===== src/rtl/ovl_fire_logger.sv =====
// Fire-event logger for a wrapped OVL checker: timestamps each fire pulse, queues the
// timestamps in a show-ahead FIFO for a valid/ready reader, and keeps sticky flags plus a saturating count.
module ovl_fire_logger #(
  parameter int TS_WIDTH  = 16,
  parameter int DEPTH     = 4,
  parameter int CNT_WIDTH = 16
) (
  input  logic                 clk,
  input  logic                 rst,
  input  logic                 fire,
  input  logic                 clear,
  input  logic                 evt_ready,
  output logic                 evt_valid,
  output logic [TS_WIDTH-1:0]  evt_ts,
  output logic                 evt_lost,
  output logic                 any_fire,
  output logic [CNT_WIDTH-1:0] fire_count
);

  localparam int AW = $clog2(DEPTH);
  localparam logic [CNT_WIDTH-1:0] CNT_MAX = '1;

  logic [TS_WIDTH-1:0] ts;
  logic [AW:0]         wr_ptr;
  logic [AW:0]         rd_ptr;
  logic [TS_WIDTH-1:0] mem [DEPTH];

  logic empty;
  logic full;
  logic pop;
  logic push;

  // Extra pointer MSB distinguishes full from empty when the index bits match.
  assign empty = (wr_ptr == rd_ptr);
  assign full  = (wr_ptr[AW] != rd_ptr[AW]) && (wr_ptr[AW-1:0] == rd_ptr[AW-1:0]);

  // A pop frees the slot this cycle's push lands in, so full+fire+pop never drops.
  assign pop  = !clear && !empty && evt_ready;
  assign push = !clear && fire && (!full || pop);

  assign evt_valid = !empty;
  assign evt_ts    = empty ? '0 : mem[rd_ptr[AW-1:0]];

  // NOTE: state uses non-blocking assignments so every register samples pre-edge values.
  always_ff @(posedge clk or posedge rst) begin
    if (rst) begin
      ts         <= '0;
      wr_ptr     <= '0;
      rd_ptr     <= '0;
      fire_count <= '0;
      evt_lost   <= 1'b0;
      any_fire   <= 1'b0;
    end else if (clear) begin
      ts         <= '0;
      wr_ptr     <= '0;
      rd_ptr     <= '0;
      fire_count <= '0;
      evt_lost   <= 1'b0;
      any_fire   <= 1'b0;
    end else begin
      ts <= ts + 1'b1;
      if (push) wr_ptr <= wr_ptr + 1'b1;
      if (pop)  rd_ptr <= rd_ptr + 1'b1;
      if (fire) begin
        any_fire <= 1'b1;
        if (fire_count != CNT_MAX) fire_count <= fire_count + 1'b1;
        if (full && !pop) evt_lost <= 1'b1;
      end
    end
  end

  // NOTE: storage is not reset; stale entries are unreachable because evt_ts is masked when empty.
  always_ff @(posedge clk) begin
    if (push) mem[wr_ptr[AW-1:0]] <= ts;
  end

endmodule


===== config.mk =====
export PLATFORM = sky130hd
export DESIGN_NAME = ovl_fire_logger
export DESIGN_NICKNAME = d
export VERILOG_FILES = /design/src/rtl/ovl_fire_logger.sv
export SDC_FILE = /design/constraint.sdc
export NUM_CORES = 1
export LEC_CHECK = 0
export BUFFER_PORTS_ARGS = -buffer_cell sky130_fd_sc_hd__buf_2
export CAP_MARGIN = 25
export CELL_PAD_IN_SITES_DETAIL_PLACEMENT = 1
export CELL_PAD_IN_SITES_GLOBAL_PLACEMENT = 1
export CORE_ASPECT_RATIO = 0.5
export CORE_MARGIN = 5
export CORE_UTILIZATION = 45
export CTS_CLUSTER_SIZE = 14
export DETAILED_ROUTE_END_ITERATION = 8
export HOLD_SLACK_MARGIN = 0.06
export PLACE_DENSITY_LB_ADDON = 0.1
export SETUP_SLACK_MARGIN = 0.15
export SLEW_MARGIN = 0
export SYNTH_ARGS = -nofsm -noshare
export SYNTH_HDL_FRONTEND = slang
export SYNTH_SLANG_ARGS = --single-unit

===== constraint.sdc =====
create_clock -name clk -period 1.8 [get_ports clk]
set_input_delay 0.09 -clock clk [delete_from_list [all_inputs] [get_ports clk]]
set_output_delay 0.09 -clock clk [all_outputs]
set_load 0.05 [all_outputs]

After elaboration in Yosys (flattened, before gate mapping)
Memories as Yosys holds them, arrays and structs flattened. Cells that the tools add are included.

Register bits: 40. Memory bits (writable): 64. Output and inout bits: 35. Word-level logic and storage cells: 49. Memories kept: 1.

Memory list: mem (depth 4, width 16, read ports 1, clocked after memory_dff 0, wr ports 1, line 26) `logic [TS_WIDTH-1:0] mem [DEPTH];`.

$add $sub $neg: 4. Equal/unequal tests: 4. Multiplexer cells: 16. Reduce and logical (&&, ||, !) cells: 18.

Operator list (number): two-way mux 16 bit (5); adder 16 x 1 -> 16 bit, second input constant (2); inequality test 16 bit, second input constant (1); two-way mux 3 bit (4); nonzero test 2 bit (5); two-way mux 1 bit (7); adder 3 x 1 -> 3 bit, second input constant (2); logical AND 1 bit (6); logical NOT 1 bit (4); AND reduction 2 bit (2); == test 3 bit (1); == test 2 bit (1); logical OR 1 bit (1); inequality test 1 bit (1).

Depth between registers and ports, before layout
Gate-level depths: netlist of the first run.

Word-level depth: 9. Gate-level depth with buffers: 5. Gate-level depth less buffers: 5.

Worst setup path after synthesis of the first run
No wires, ideal clock.

Path type: register to output. Start point: register rd_ptr[0]. End point: output evt_ts[10]. Arrival time: 1.873 ns. Slack: -0.163 ns. Cell stages (with the launch flop): 6. Path buffers: 2. Cells stage by stage: dfrtp_1 -> buf_4 -> xor2_2 -> nor3_2 -> clkbuf_1 -> nor2b_1.

Cells in the longest elaborated chain, start to end: 2. Elaborated cells between the ends (all ways): 3.

Ends and longest elaborated chain: start: declaration (line 25) `logic [AW:0] rd_ptr;`; start signal: assignment (line 63) `if (pop) rd_ptr <= rd_ptr + 1'b1;`; memory (4 x 16 bit) / == test 3 bit (equally long branches); two-way mux 16 bit * (line 42) `assign evt_ts = empty ? '0 : mem[rd_ptr[AW-1:0]];`; end: declaration (line 14) `output logic [TS_WIDTH-1:0] evt_ts,`.

Every way passes the cells marked *; elsewhere a longest branch is shown, timed or not.

Worst setup path after layout of the first run
Start point: register rd_ptr[0]. End point: output evt_ts[0].

The elaborated chain is that of the path after synthesis.

==> qor.tcl, run 1 <==
set qor(first_global_vias) 3352
set qor(grt_setup_unrepaired) {yes}
set qor(start_util_pct) 45.9
set qor(synth_top_area_cell) {edfxtp_1}
set qor(power.ir.vdd_worst_v) 0.000489
set qor(grt_first_pass_wirelength_um) 18800
set qor(die_w_um) 154
set qor(die_area_um2) 12600
set qor(main_area_contributors_after_synthesis) {edfxtp_1 (41%), dfrtp_1 (21%), mux4_2 (7.7%)}
set qor(design.core.area_um2) 10100
set qor(routabilityCongestion) 0.819
set qor(groute.usage.overall_pct) 19.6
set qor(area.growth.synth_to_final_pct) 29.6
set qor(dpl_worst_slack_ns) -0.0145
set qor(worstPathCellList) {buf_6 > xor2_4 > buf_6 > nor3_4 > buf_6 > buf_16 > nor2b_2 > buf_6}
set qor(critical_path.max_fanout) 8
set qor(clockRootBuffer) {clkbuf_16}
set qor(cp_data_required_time_ns) 1.71
set qor(worst-r2r-cell-count) 8
set qor(clk-insertion-delay-late_ns) 0.34
set qor(yosysTopAreaCellShare_pct) 41.2
set qor(failed_checks) {setup timing}
set qor(cts_tree) {built}
set qor(number_of_buffers_created_by_cts) 9
set qor(worst_path_largest_cell_delay_ns) 0.40
set qor(min-delay-start) {fire}
set qor(nets) 431
set qor(worstMarginPinSlew_ns) 0.530
set qor(post_route_cells_drive_above_1_share_pct) 44.1
set qor(ant_nets) 0
set qor(clk_pin_slew_worst_paths_ns) 0.07
set qor(outcome) {complete, but fails checks}
set qor(number_of_enable_flip_flop_cells_after_synthesis) 64
set qor(worstHoldEndpoint) {any_fire}
set qor(clkSinkCount) 104
set qor(synthFlopType) {edfxtp_1}
set qor(synth_warnings) 0
set qor(synth-seq-area-share_pct) 62.7
set qor(finalHoldWorstSlack_ns) 0.145
set qor(routed_wirelength_um) 11600
set qor(postSynthCellCount) 327
set qor(endpoint_kind) {output port}
set qor(initial_drc_count) 163
set qor(std_cell_rows) 26
set qor(ys_async_sr_fraction_pct) 38.5
set qor(antenna-diode-count) 0
set qor(post_synth_num_cell_types) 54
set qor(hold_path.class) {in -> reg}
set qor(ctsLongestPathBuffers) 2
set qor(power_per_cell_area_nw_per_um2) 1090
set qor(slew_viol_final) 0
set qor(hold_violations) 0
set qor(r2r_setup_slack_ns) -0.09
set qor(worstPathArrival_ns) 1.92
set qor(cp-start-kind) {register}
set qor(worstHoldPathCells) 3
set qor(syn-cell-area_um2) 4660
set qor(timing.final.crit_period_ns) 2.01
set qor(pin_count) 40
set qor(cp_top_delay_family) {buffers and inverters}
set qor(cp_num_buf_inv) 5
set qor(worstSetupPathType) {reg -> out}
set qor(route.detailed.vias_per_inst) 5.53
set qor(die_h_um) 82.0
set qor(detailed_route_via_count) 3117
set qor(syn-mean-instance-area_um2) 14.2
set qor(timing.slew.headroom_pct) 64.7
set qor(filler_cell_count_in_the_final_layout) 989
set qor(p_leak_uw) 0.00237
set qor(number_of_antenna_violations_at_the_first_check_in_global_routing) 0
set qor(final_min_period_over_clock_period_pct) 112
set qor(htreeDepth) 3
set qor(max_cap_violations) 0
set qor(timing.rr.end) {wr_ptr[1]}
set qor(finalSetupViolCount) 85
set qor(largest_net_degree_at_the_start_of_global_routing) 41
set qor(route.detailed.drc) 0
set qor(numPortBuffers) 39
set qor(skew_ns) 0.00687
set qor(globalRouteOverflowTotal) 0
set qor(fin_ws_ns) -0.208
set qor(r2r-start) {rd_ptr[0]}
set qor(dp_hpwl_um) 7100
set qor(drt-wirelength-per-cell_um) 20.6
set qor(drtPass1Iterations) 5
set qor(crit_top_cell) {buf_6}
set qor(worst_path_max_delay_cell) {dfrtp_1}
set qor(yosys_register_bits) 104
set qor(clock.fmax_mhz) 498
set qor(synth_fp_nets) 339
kinds of logic (layout without fill, tap and decap cells):
group,count (synthesis),in the layout,synth area share (%)
mux,19,19,8.41
xor+xnor,15,15,3.14
simple gates,120,124,15.5
flops,104,104,62.7
compound gates,43,43,6.23
buf+inv,19,112,2.09
fa+ha+maj,7,7,1.88
metal layers:
layer	vias up	part of all wire [%]	track usage (%)
met1	1619	46	25.8
met3	7	4.5	4.26
li1	1431	-	-
met4	0	0.64	5.20
met5	-	0	0
met2	60	49	33.8
layout make-up:
class | count | area [um^2] | area share [%]
Timing Repair Buffer | 89 | 758 | 12.6
Multi-Input combinational cell | 208 | 1840 | 30.4
Inverter | 7 | 26.3 | 0.435
Clock inverter | 6 | 66.3 | 1.10
Clock buffer | 10 | 229 | 3.79
Sequential cell | 104 | 2940 | 48.8
Tap cell | 140 | 175 | 2.90
flip-flops by register name, indices dropped and copies added, names as in the netlist:
register / flops
evt_lost: 1
ts: 16
wr_ptr: 3
mem: 64
any_fire: 1
rd_ptr: 3
fire_count: 16
placed cells by master (no fill, tap or decap), drive strengths merged, types with 5 or more instances in the layout:
| cell | instances |
|---|---|
| buf | 88 |
| edfxtp | 64 |
| dfrtp | 40 |
| nor2 | 25 |
| nor2b | 21 |
| mux4 | 16 |
| a21oi | 14 |
| nand2 | 12 |
| and2 | 10 |
| clkbuf | 10 |
| xor2 | 10 |
| nand3 | 9 |
| inv | 9 |
| and3 | 8 |
| nand4 | 8 |
| ha | 7 |
| o31ai | 6 |
| or3 | 6 |
| xnor2 | 5 |
| o21ai | 5 |
| nor3 | 5 |
worst max-delay path by stage:
stage                              from            end  slack, ns  depth (start not counted)
final                         rd_ptr[0]      evt_ts[0]      -0.21                          8
after global routing          rd_ptr[0]      evt_ts[2]      -0.29                          8
after CTS                     rd_ptr[0]     evt_ts[15]      -0.20                          5
after detailed placement      rd_ptr[0]     mem[1][14]      -0.01                          5
after global placement        rd_ptr[0]      wr_ptr[1]       0.09                          6
after floorplan           fire_count[7]  fire_count[1]       0.08                          4
stage by stage:
step	instances	TNS, ns	area (um^2)	util [%]	total power [uW]
after floorplan	327	0	4780	-	3790
after global placement	520	0	5290	52.1	4150
after detailed placement	520	-0.446	5290	52.1	4180
after CTS	549	-3.10	5880	57.9	6580
after global routing	564	-12.82	6040	59.5	6870
final	564	-7.12	6040	59.5	6590
power breakdown:
part | switching, uW | internal [uW] | leakage [uW]
clock | 865 | 1090 | 0.000142
combinational | 1120 | 895 | 0.00111
sequential | 39.6 | 2590 | 0.00112
total | 2020 | 4570 | 0.00237
worst register-to-register path, stage by stage, from the launching register on:
cell and delay, ns:
dfrtp_1 0.40, buf_6 0.14, xor2_4 0.18, buf_6 0.14, buf_4 0.12, buf_4 0.13, o41ai_2 0.39, mux2i_1 0.23
nor2_1 0.05
cell usage after synthesis, drive strengths merged (4+ instances only):
cell type and n:
edfxtp 64, dfrtp 40, nor2 25, nor2b 21
mux4 16, a21oi 14, nand2 12, xor2 10
nand3 9, and3 8, nand4 8, ha 7
inv 7, and2 6, clkbuf 6, o31ai 6
or3 6, buf 5, nor3 5, o21ai 5
xnor2 5, and4 4, nand2b 4, nor4 4
or4 4
what timing repair did:
item	in CTS	in global routing
pin swaps	8	8
endpoints found under the hold margin	40	0
setup buffers	7	15
hold buffers	1	0
gates resized for setup	57	13
cloned	5	0
endpoints found under the setup margin	92	95
Note: power is estimated with default switching activity, not from simulation.
==> run 2, diff against run 1 <==
--- a/config.mk
+++ b/config.mk
@@ -11,7 +11,7 @@
 export CELL_PAD_IN_SITES_GLOBAL_PLACEMENT = 1
 export CORE_ASPECT_RATIO = 0.5
 export CORE_MARGIN = 5
-export CORE_UTILIZATION = 45
+export CORE_UTILIZATION = 53
 export CTS_CLUSTER_SIZE = 14
 export DETAILED_ROUTE_END_ITERATION = 8
 export HOLD_SLACK_MARGIN = 0.06
==> constraint.sdc (replaced) <==
create_clock -name clk -period 2.55 [get_ports clk]
set_input_delay 0.1275 -clock clk [delete_from_list [all_inputs] [get_ports clk]]
set_output_delay 0.1275 -clock clk [all_outputs]
set_load 0.05 [all_outputs]
==> qor.tcl, run 2 (same netlist as run 1, synthesis figures left out) <==
set qor(outcome) {finished clean} ;# was complete, but fails checks
set qor(slew_viol_final) 0 ;# unchanged
set qor(cp-start-kind) {register} ;# unchanged
set qor(min-delay-start) {clear} ;# was fire
set qor(power_per_cell_area_nw_per_um2) 778 ;# was 1090 nW/um^2
set qor(groute.usage.overall_pct) 20.0 ;# was 19.6%
set qor(worstSetupStartpoint) {wr_ptr[1]} ;# was rd_ptr[0]
set qor(power.ir.vdd_worst_v) 0.000347 ;# was 0.000489 V
set qor(worstPathCellList) {xor2_2 > nor4_2 > nor2_1 > and2_1} ;# was buf_6 > xor2_4 > buf_6 > nor3_4 > buf_6 > buf_16 > nor2b_2 > buf_6
set qor(critical_path.max_fanout) 16 ;# was 8
set qor(routed_wirelength_um) 10000 ;# was 11600 um
set qor(worst_path_largest_cell_delay_ns) 0.70 ;# was 0.40 ns
set qor(cts_tree) {built} ;# unchanged
set qor(finalNonFillerCells) 493 ;# was 564
set qor(design.core.area_um2) 8650 ;# was 10100 um^2
set qor(p_leak_uw) 0.00206 ;# was 0.00237 uW
set qor(cp_data_required_time_ns) 2.52 ;# was 1.71 ns
set qor(grt_first_pass_wirelength_um) 17000 ;# was 18800 um
set qor(final_area_um2) 5280 ;# was 6040 um^2
set qor(post-cts-setup-buffers) 0 ;# was 7
set qor(p_total_uw) 4110 ;# was 6590 uW
set qor(die_w_um) 143 ;# was 154 um
set qor(r2r-start) {wr_ptr[1]} ;# was rd_ptr[0]
set qor(post_route_cells_drive_above_1_share_pct) 25.3 ;# was 44.1%
set qor(clockRootBuffer) {clkbuf_16} ;# unchanged
set qor(number_of_buffers_created_by_cts) 9 ;# unchanged
set qor(number_of_antenna_violations_at_the_first_check_in_global_routing) 0 ;# unchanged
set qor(most-common-layout-cells) {edfxtp_1 (64), dfrtp_1 (40), buf_2 (39)} ;# was edfxtp_1 (64), buf_4 (39), nor2_1 (24)
set qor(skew_ns) 0.00795 ;# was 0.00687 ns
set qor(endpoint_kind) {register} ;# was output port
set qor(detailed_place.area_um2) 4970 ;# was 5290 um^2
set qor(pin_count) 40 ;# unchanged
set qor(htreeDepth) 3 ;# unchanged
set qor(largest_reg_flops) 64 ;# unchanged
set qor(die_h_um) 76.3 ;# was 82.0 um
set qor(area.growth.synth_to_final_pct) 13.2 ;# was 29.6%
set qor(route.detailed.vias_per_inst) 5.85 ;# was 5.53
set qor(ant_nets) 0 ;# unchanged
set qor(hold_path.class) {in -> reg} ;# unchanged
set qor(worstPathArrival_ns) 2.15 ;# was 1.92 ns
set qor(final_common_cell) {edfxtp_1} ;# unchanged
set qor(antenna-diode-count) 0 ;# unchanged
set qor(drtPass1Iterations) 4 ;# was 5
set qor(nets) 383 ;# was 431
set qor(hold_violations) 0 ;# unchanged
set qor(detailed_route_via_count) 2883 ;# was 3117
set qor(finalSetupViolCount) 0 ;# was 85
set qor(numPortBuffers) 39 ;# unchanged
set qor(grt_setup_unrepaired) {no} ;# was yes
set qor(drt-wirelength-per-cell_um) 20.3 ;# was 20.6 um
set qor(initial_drc_count) 136 ;# was 163
set qor(final_min_period_over_clock_period_pct) 85.6
set qor(std_cell_rows) 24 ;# was 26
set qor(routabilityCongestion) 0.807 ;# was 0.819
set qor(worstSetupPathType) {reg -> reg} ;# was reg -> out
set qor(timing.final.crit_period_ns) 2.18
set qor(ctsLongestPathBuffers) 2 ;# unchanged
set qor(numPlacedInstances) 476 ;# was 520
set qor(worst_path_max_delay_cell) {and2_1} ;# was dfrtp_1
set qor(clk-insertion-delay-late_ns) 0.35 ;# was 0.34 ns
set qor(clkSinkCount) 104 ;# unchanged
set qor(clock.fmax_mhz) 458
set qor(start_util_pct) 53.9 ;# was 45.9%
set qor(first_global_vias) 3267 ;# was 3352
set qor(timing.slew.headroom_pct) 45.6 ;# was 64.7%
set qor(globalRouteOverflowTotal) 0 ;# unchanged
set qor(max_cap_violations) 0 ;# unchanged
set qor(dp_hpwl_um) 6680 ;# was 7100 um
set qor(clk_pin_slew_worst_paths_ns) 0.07 ;# about the same
set qor(worstMarginPinSlew_ns) 0.816 ;# was 0.530 ns
set qor(largest_net_degree_at_the_start_of_global_routing) 41 ;# unchanged
set qor(final_layout_setup_total_negative_slack_ns) 0 ;# was -7.12 ns
set qor(die_area_um2) 10900 ;# was 12600 um^2
set qor(route.detailed.drc) 0 ;# unchanged
-- run 2: layout make-up --
type	instances	area (um^2)
clock inverters	6	56.3
flip-flops and latches	104	2920
fillers	833	3370
multi-input cells	204	1640
clock buffers	10	239
well taps	117	146
inverters	7	26.3
repair buffers	45	243
-- run 2: timing repair --
item | CTS | global route
endpoints found under the hold margin | 40 | 0
setup endpoints to repair | 0 | 48
gates resized for setup | 0 | 3
hold buffers | 1 | 0
-- run 2: per-layer routing --
layer,global-route usage [%],wire [um],up-vias
met3,4.64,337,10
met1,26.3,4440,1502
met2,34.4,5150,46
li1,-,-,1325
met4,3.98,86,0
met5,0,0,-
-- run 2: critical path, delay by kind of cell, from the launching register on --
kind             cells  cell delay, ns
AND/OR/NAND/NOR      3            1.05
flip-flops           1            0.46
XOR/XNOR             1            0.30
-- run 2: worst paths after layout --
kind	slack (ns)	end	depth (start not counted)
setup / recovery	0.37	mem[1][14]	4
hold / removal	0.08	wr_ptr[0]	2
setup reg to reg	0.37	mem[1][14]	4
hold reg to reg	0.52	evt_lost	2
max in group asynchronous	1.71	fire_count[15]	4
min in group asynchronous	0.47	fire_count[12]	4
-- run 2: stage by stage --
stage | util (%) | setup slack (ns) | hold slack [ns]
global route | 61.0 | 0.168 | 0.0839
CTS | 61.0 | 0.293 | 0.0734
finish | 61.0 | 0.368 | 0.0782
detailed placement | 57.4 | 0.307 | 0.301
global placement | 57.4 | 0.485 | 0.289
floorplan | - | 0.549 | 0.345
-- run 2: power breakdown --
part           total, uW  leakage [uW]  internal (uW)  switching [uW]
clock               1350      0.000144            713             640
combinational        893      0.000774            271             622
sequential          1860       0.00115           1830            32.5
total               4110       0.00206           2810            1300
